==> src/rtl/mole_anim_sequencer.sv <==
// Steps one mole sprite through its rise and fall, and commits its position and sprite on frame_start.
// Accept->busy is 1 cycle. cmd_ready drops for ops the current state cannot take (ASCEND waits for IDLE).
module mole_anim_sequencer #(
  parameter int STEP_DIV = 33750,
  parameter int HEIGHT   = 256
) (
  input  logic        clk,
  input  logic        reset_n,
  input  logic        cmd_valid,
  output logic        cmd_ready,
  input  logic [1:0]  cmd_op,
  input  logic [2:0]  cmd_loc,
  input  logic        frame_start,
  output logic [10:0] x_out,
  output logic [9:0]  y_perm_out,
  output logic [9:0]  y_top_out,
  output logic [1:0]  sprite_sel,
  output logic        visible,
  output logic        busy,
  output logic        done
);

  localparam int               DIV_W      = (STEP_DIV > 1) ? $clog2(STEP_DIV) : 1;
  localparam logic [DIV_W-1:0] DIV_LAST   = DIV_W'(STEP_DIV - 1);
  localparam logic [8:0]       OFF_HIDDEN = 9'(HEIGHT);

  localparam logic [1:0] OP_ASCEND     = 2'd0;
  localparam logic [1:0] OP_DESC_HAPPY = 2'd1;
  localparam logic [1:0] OP_DESC_DEAD  = 2'd2;
  localparam logic [1:0] OP_HIDE       = 2'd3;

  localparam logic [1:0] SPR_NORMAL = 2'd0;
  localparam logic [1:0] SPR_HAPPY  = 2'd1;
  localparam logic [1:0] SPR_DEAD   = 2'd2;

  typedef enum logic [1:0] {
    S_IDLE,
    S_RISING,
    S_UP,
    S_FALLING
  } state_t;

  state_t           r_state;
  state_t           w_state_nxt;
  logic [8:0]       r_offset;
  logic [8:0]       w_offset_nxt;
  logic [2:0]       r_slot;
  logic [2:0]       w_slot_nxt;
  logic [1:0]       r_sprite;
  logic [1:0]       w_sprite_nxt;
  logic             r_done;
  logic             w_done_nxt;
  logic [DIV_W-1:0] r_div;
  logic             w_step_tick;
  logic             w_ready;
  logic             w_accept;
  logic [10:0]      w_slot_x;
  logic [9:0]       w_slot_y;

  logic [10:0]      r_x_out;
  logic [9:0]       r_y_perm_out;
  logic [9:0]       r_y_top_out;
  logic [1:0]       r_sprite_out;
  logic             r_visible;

  // Free-running step divider; commands never restart it.
  assign w_step_tick = (r_div == DIV_LAST);

  always_ff @(posedge clk or negedge reset_n) begin
    if (!reset_n) begin
      r_div <= '0;
    end else if (w_step_tick) begin
      r_div <= '0;
    end else begin
      r_div <= r_div + 1'b1;
    end
  end

  always_comb begin
    w_slot_x = 11'd65;
    w_slot_y = 10'd0;
    case (r_slot)
      3'd0: begin w_slot_x = 11'd65;  w_slot_y = 10'd0;   end
      3'd1: begin w_slot_x = 11'd406; w_slot_y = 10'd0;   end
      3'd2: begin w_slot_x = 11'd747; w_slot_y = 10'd0;   end
      3'd3: begin w_slot_x = 11'd65;  w_slot_y = 10'd256; end
      3'd4: begin w_slot_x = 11'd747; w_slot_y = 10'd256; end
      3'd5: begin w_slot_x = 11'd65;  w_slot_y = 10'd512; end
      3'd6: begin w_slot_x = 11'd406; w_slot_y = 10'd512; end
      default: begin w_slot_x = 11'd747; w_slot_y = 10'd512; end
    endcase
  end

  always_comb begin
    w_ready = 1'b0;
    case (r_state)
      S_IDLE:         w_ready = (cmd_op == OP_ASCEND) || (cmd_op == OP_HIDE);
      S_RISING, S_UP: w_ready = (cmd_op != OP_ASCEND);
      S_FALLING:      w_ready = (cmd_op == OP_HIDE);
      default:        w_ready = 1'b0;
    endcase
  end

  assign cmd_ready = w_ready;
  assign w_accept  = cmd_valid & w_ready;

  // An accepted command takes priority; a coincident step tick is dropped.
  always_comb begin
    w_state_nxt  = r_state;
    w_offset_nxt = r_offset;
    w_slot_nxt   = r_slot;
    w_sprite_nxt = r_sprite;
    w_done_nxt   = 1'b0;
    if (w_accept) begin
      case (cmd_op)
        OP_ASCEND: begin
          w_slot_nxt   = cmd_loc;
          w_sprite_nxt = SPR_NORMAL;
          w_offset_nxt = OFF_HIDDEN;
          w_state_nxt  = S_RISING;
        end
        OP_DESC_HAPPY: begin
          w_sprite_nxt = SPR_HAPPY;
          w_state_nxt  = S_FALLING;
        end
        OP_DESC_DEAD: begin
          w_sprite_nxt = SPR_DEAD;
          w_state_nxt  = S_FALLING;
        end
        default: begin
          w_offset_nxt = OFF_HIDDEN;
          w_sprite_nxt = SPR_NORMAL;
          w_state_nxt  = S_IDLE;
        end
      endcase
    end else if (w_step_tick) begin
      case (r_state)
        S_RISING: begin
          if (r_offset <= 9'd1) begin
            w_offset_nxt = 9'd0;
            w_state_nxt  = S_UP;
            w_done_nxt   = 1'b1;
          end else begin
            w_offset_nxt = r_offset - 9'd1;
          end
        end
        S_FALLING: begin
          if (r_offset >= OFF_HIDDEN - 9'd1) begin
            w_offset_nxt = OFF_HIDDEN;
            w_state_nxt  = S_IDLE;
            w_done_nxt   = 1'b1;
          end else begin
            w_offset_nxt = r_offset + 9'd1;
          end
        end
        default: begin
          w_offset_nxt = r_offset;
        end
      endcase
    end
  end

  always_ff @(posedge clk or negedge reset_n) begin
    if (!reset_n) begin
      r_state  <= S_IDLE;
      r_offset <= OFF_HIDDEN;
      r_slot   <= 3'd0;
      r_sprite <= SPR_NORMAL;
      r_done   <= 1'b0;
    end else begin
      r_state  <= w_state_nxt;
      r_offset <= w_offset_nxt;
      r_slot   <= w_slot_nxt;
      r_sprite <= w_sprite_nxt;
      r_done   <= w_done_nxt;
    end
  end

  // Display-facing values load from pre-edge state so a frame never sees a half-updated position.
  always_ff @(posedge clk or negedge reset_n) begin
    if (!reset_n) begin
      r_x_out      <= 11'd65;
      r_y_perm_out <= 10'd0;
      r_y_top_out  <= 10'd256;
      r_sprite_out <= SPR_NORMAL;
      r_visible    <= 1'b0;
    end else if (frame_start) begin
      r_x_out      <= w_slot_x;
      r_y_perm_out <= w_slot_y;
      r_y_top_out  <= w_slot_y + {1'b0, r_offset};
      r_sprite_out <= r_sprite;
      r_visible    <= (r_offset < OFF_HIDDEN);
    end
  end

  assign x_out      = r_x_out;
  assign y_perm_out = r_y_perm_out;
  assign y_top_out  = r_y_top_out;
  assign sprite_sel = r_sprite_out;
  assign visible    = r_visible;
  assign busy       = (r_state == S_RISING) || (r_state == S_FALLING);
  assign done       = r_done;

endmodule
==> config.mk <==
export PLATFORM = sky130hd
export DESIGN_NAME = mole_anim_sequencer
export DESIGN_NICKNAME = d
export VERILOG_FILES = /design/src/rtl/mole_anim_sequencer.sv
export SDC_FILE = /design/constraint.sdc
export NUM_CORES = 1
export LEC_CHECK = 0
export CAP_MARGIN = 40
export CORE_UTILIZATION = 23
export CTS_BUF_LIST = sky130_fd_sc_hd__clkbuf_16
export DETAILED_ROUTE_END_ITERATION = 7
export HOLD_SLACK_MARGIN = 0.02
export PLACE_DENSITY_LB_ADDON = 0.08
export SYNTH_ARGS = -nofsm -noshare
export SYNTH_HDL_FRONTEND = slang
export SYNTH_SLANG_ARGS = --single-unit
==> constraint.sdc <==
create_clock -name clk -period 4 [get_ports clk]
set_input_delay 0.4 -clock clk [delete_from_list [all_inputs] [get_ports clk]]
set_output_delay 0.4 -clock clk [all_outputs]
set_load 0.1 [all_outputs]
After elaboration in Yosys (flattened, before gate mapping):

Cells that the tools add are included.
Widths: inputs -> output; s select.

* register bits: 67
* input port bits: 9
* output and inout port bits: 37
* logic and storage cells: 74

* add/sub/neg operators: 4
* magnitude comparators: 3
* equal/unequal tests: 16
* mux-type cells: 22
* bitwise gates (word level): 1
* reductions and logical operators: 17

Operators by type and width (count)
* $mux 9: 5
* $pmux 10 s2: 2
* $pmux 9 s2: 1
* $add 16x1->16 const B: 1
* $eq 16x16->1 const B: 1
* $mux 16: 1
* $pmux 2 s2: 3
* $add 10x9->10: 1
* $add 9x1->9 const B: 1
* $eq 3x3->1 const B: 3
* $ge 9x8->1 const B: 1
* $le 9x1->1 const B: 1
* $lt 9x9->1 const B: 1
* $sub 9x1->9 const B: 1
* $eq 2x2->1 const B: 4
* $mux 2: 4
* $reduce_or 2->1: 4
* $eq 3x2->1 const B: 2
* $ne 3x3->1 const B: 2
* $reduce_or 3->1: 2
* $eq 2x1->1 const B: 2
* $logic_not 2->1: 2
* $mux 1: 4
* $reduce_and 4->1: 1
* 11 further kinds: 13

Logic depth before layout (Yosys ltp):

* word-level depth: 6
* depth in mapped cells: 10
* gate-level depth less buffers: 10

Worst setup path before layout:

OpenSTA, ideal clock, no wires.

* path kind: register to register
* start: reg r_offset[3]
* end: reg r_offset[2]
* library setup time: 124 ps
* arrival: 2224 ps
* required time: 3876 ps
* path slack: 1652 ps
* cell stages (with the launch flop): 11
* path buffers: 1
* period minus slack after synthesis: 2348 ps
* cell sequence: dfrtp_1 -> clkbuf_1 -> nand4_1 -> or2_2 -> nor3_1 -> ha_1 -> nor2_1 -> o211a_1 -> o211ai_1 -> nor3_1 -> a211o_1

* word-level cells in the longest chain between the ends: 5
* elaborated cells between the ends (all ways): 7
* classes of those cells: order compare: 2; mux: 5

Ends and longest elaborated chain
* start, declared: RTL line 45 `logic [8:0] r_offset;`
* start signal, assigned: RTL line 172 `r_offset <= w_offset_nxt;`
* $ge 9x8->1 / $le 9x1->1 (equally long branches): RTL line 148, 139
* $mux 9 (on tied branches): RTL line 148, 139
* $pmux 9 s2 (*): RTL line 137 `case (r_state)`
* $mux 9 (*): RTL line 136 `end else if (w_step_tick) begin`
* $mux 9 (*): RTL line 114 `if (w_accept) begin`

Mark *: on every way between the ends. The rest lies on a longest branch, timed or not. The select of a mux whose other input is x is not followed.
A chain may end at the register's enable or synchronous reset.

Final worst setup path:

* start: reg r_offset[0]
* end: reg r_offset[2]

* word-level cells in the longest chain between the ends: 5
* elaborated cells between the ends (all ways): 9
* classes of those cells: add/sub: 2; order compare: 2; mux: 5

Ends and longest elaborated chain
* $add 9x1->9, or another cell as far along: RTL line 153 `w_offset_nxt = r_offset + 9'd1;`
* $mux 9 (on tied branches): RTL line 148, 139
* $pmux 9 s2 (*): RTL line 137
* $mux 9 (*): RTL line 136
* $mux 9 (*): RTL line 114

Marked as above.

==> metrics.md <==
| Metric | Value |
|---|---|
| First-pass GRT wire length | 11800 µm |
| Relative slew slack | 53.4% |
| FFs w/ async S/R, synth | 100% |
| Syn Area/Cell | 9.95 µm² |
| Die Wd | 116 µm |
| Most frequent cells in the layout | dfrtp_1, clkdlybuf4s50_1, nand2_1 |
| Rows | 41 |
| CTS Buf Count | 5 |
| Root buf cell | clkbuf_16 |
| Drt drc | 0 |
| HP Class | in -> async |
| Fin. Hold Viols | 0 |
| Layout net count | 375 |
| Largest net degree at the start of global routing | 53 |
| Sequential area share after synthesis | 43.4% |
| Leakage | 1.79 nW |
| I/O pin total | 46 |
| Clock Sinks | 52 |
| DRT antenna net count | 0 |
| Drt via density | 4.32 |
| Clock Skew | 0.00410 ns |
| Fmax | 0.384 GHz |
| Die H | 116 µm |
| Overall Global Routing Usage | 11.2% |
| RSZ-0062 raised after global routing | false |
| Cells after Synth | 302 |
| Area after DPL | 0.00385 mm² |
| Pwr Density | 712 mW/mm² |
| N_diodes | 0 |
| Clk_lat worst skew | 0.29 ns |
| Setup Viol. Count Final | 0 |
| Clk pin slew, worst setup/hold paths | 0.07 ns |
| Setup Fix Bufs, Post-CTS | 0 |
| Crit share post-route | 65.1% |
| DR iter-0 viols | 102 |
| Post-synth EDFFs | 0 |
| Status | finished, final reports clean |
| Post_cts resized | 0 |
| Max-cap viol count | 0 |
| Drt first pass iters | 4 |
| Critical setup path kind | reg -> reg |
| Yosys top cell area share | 40.8% |
| CP Launch Type | flop |
| Wire per inst | 12.9 µm |
| # fillers | 1316 |
| Cell variety after synth | 55 |
| Crit Path Max Fanout | 12 |
| Post-Synthesis Cell Area | 0.00300 mm² |
| IO Port Bufs | 36 |
| Crit path capture type | flop |
| Commonest non-fill, non-tap cell in the layout | dfrtp_1 |
| Vias in the first global route | 2274 |
| Total Routed Length | 6780 µm |
| Peak VDD IR | 0.000353 V |
| Crit path DAT | 2.78 ns |
| CTS tree | yes |
| Yosys warns | 0 |
| GRT overflow | 0 |
| Max Root-Sink Buffers | 2 |
| Via count | 2271 |
| Area Overhead vs Synth | 33.8% |
| Routability Congestion | 0.806 |
| Total power | 0.00286 W |
| Share of layout cells above drive strength 1 | 20.9% |
| Post-Layout Inst Area | 0.00402 mm² |
| Largest area contributor in the netlist | dfrtp_1 |
| Seq cells post-synth | 52 |
| Die ar. | 0.0135 mm² |
| Slew @ Worst Pin | 0.699 ns |
| Placeable core region | 0.0127 mm² |
| Total negative slack | 0 ns |
| CP required | 4.18 ns |
| Initial antenna violation count | 0 |
| Worst R2R Setup Slack | 1.40 ns |
| Final slew viol count | 0 |
| Ys flop type | dfrtp_1 |
| Detailed-placement wirelength estimate | 5020 µm |
| Top post-synthesis cells by area | dfrtp_1, mux2_2, ha_1 |
| Fin crit period | 2.60 ns |
| H-Tree Depth | 2 |
| Hold Buf Count CTS | 0 |
| Initial Util | 23.7% |
-- state kept, by name (all words and copies together), names as in the netlist --
register    count
visible         1
r_state         2
r_offset        9
sprite_sel      2
y_perm_out      2
done            1
r_slot          3
r_sprite        2
y_top_out      10
r_div          16
x_out           4
-- final cells by class --
type / count / area (µm²) / area share [%]
Clock buffer: 5 / 125 / 3.11
Clock inverter: 3 / 42.5 / 1.06
Inverter: 19 / 71.3 / 1.77
Multi-Input combinational cell: 209 / 1470 / 36.6
Sequential cell: 52 / 1310 / 32.5
Tap cell: 172 / 215 / 5.35
Timing Repair Buffer: 66 / 791 / 19.7
-- critical path, cell delays in order, from the launching register on --
cell and delay, ns:
dfrtp_1 0.55, ha_1 0.25, inv_1 0.04, or2_2 0.32, nor3_1 0.14, ha_1 0.16, nor2_1 0.05, o211a_1 0.20
o211ai_1 0.41, nor3_1 0.10, a211o_1 0.28
-- stage by stage --
stage | utilization (%) | setup WS (ns) | hold slack, ns | instances
6_report | 31.7 | 1.40 | 0.245 | 526
5_1_grt | 31.7 | 1.20 | 0.318 | 526
4_1_cts | 31.7 | 1.38 | 0.281 | 526
3_5_place_dp | 30.4 | 1.39 | 0.470 | 518
3_3_place_gp | 27.1 | 1.45 | 0.468 | 491
2_1_floorplan | - | 1.65 | 0.104 | 310
-- Yosys cell counts, drive strengths merged, types with 2 or more instances --
cell type / count
a21o: 3
a21oi: 9
a31oi: 6
a41oi: 2
and2: 2
and3: 5
and4: 2
buf: 15
clkbuf: 15
dfrtp: 49
dfstp: 3
ha: 13
inv: 19
mux2: 17
mux2i: 4
nand2: 28
nand3: 8
nand4: 8
nor2: 26
nor3: 5
nor4: 4
nor4b: 3
o211ai: 2
o21ai: 10
o22ai: 2
o311a: 2
o311ai: 2
or2: 2
or3: 2
or4: 3
xnor2: 9
xor2: 7
-- cell families (layout without fill, tap and decap cells) --
family,after synthesis,count (layout),synth area share (%)
xor+xnor,16,16,4.66
other cells,1,9,0.125
flops,52,52,43.4
simple gates,103,103,19.2
compound gates,47,47,10.7
buf+inv,49,93,8.66
mux,21,21,7.71
fa+ha+maj,13,13,5.41
-- path summary, 6_finish.rpt --
path / depth (start not counted) / end / from
setup / recovery: 10 / r_offset[2] / r_offset[0]
hold / removal: 2 / x_out[5] / reset_n
setup reg to reg: 10 / r_offset[2] / r_offset[0]
hold reg to reg: 2 / r_sprite[0] / r_sprite[0]
max in group asynchronous: 2 / r_div[12] / reset_n
min in group clk: 2 / r_sprite[0] / r_sprite[0]
-- where the power goes --
part | internal (W) | switching, W
clock network | 0.000294 | 0.000198
registers | 0.000621 | 0.0000800
logic | 0.000563 | 0.00110
total | 0.00148 | 0.00138
-- metal layers --
metal | global-route usage [%] | wire [µm] | vias to the layer above | share of wire [%]
li1 | - | - | 1131 | -
met1 | 14.5 | 3210 | 1092 | 47
met2 | 19.0 | 3290 | 43 | 48
met3 | 2.34 | 220 | 5 | 3.2
met4 | 3.08 | 65 | 0 | 0.96
met5 | 0 | 0 | - | 0
No activity file was read; power rests on OpenSTA's default activity.
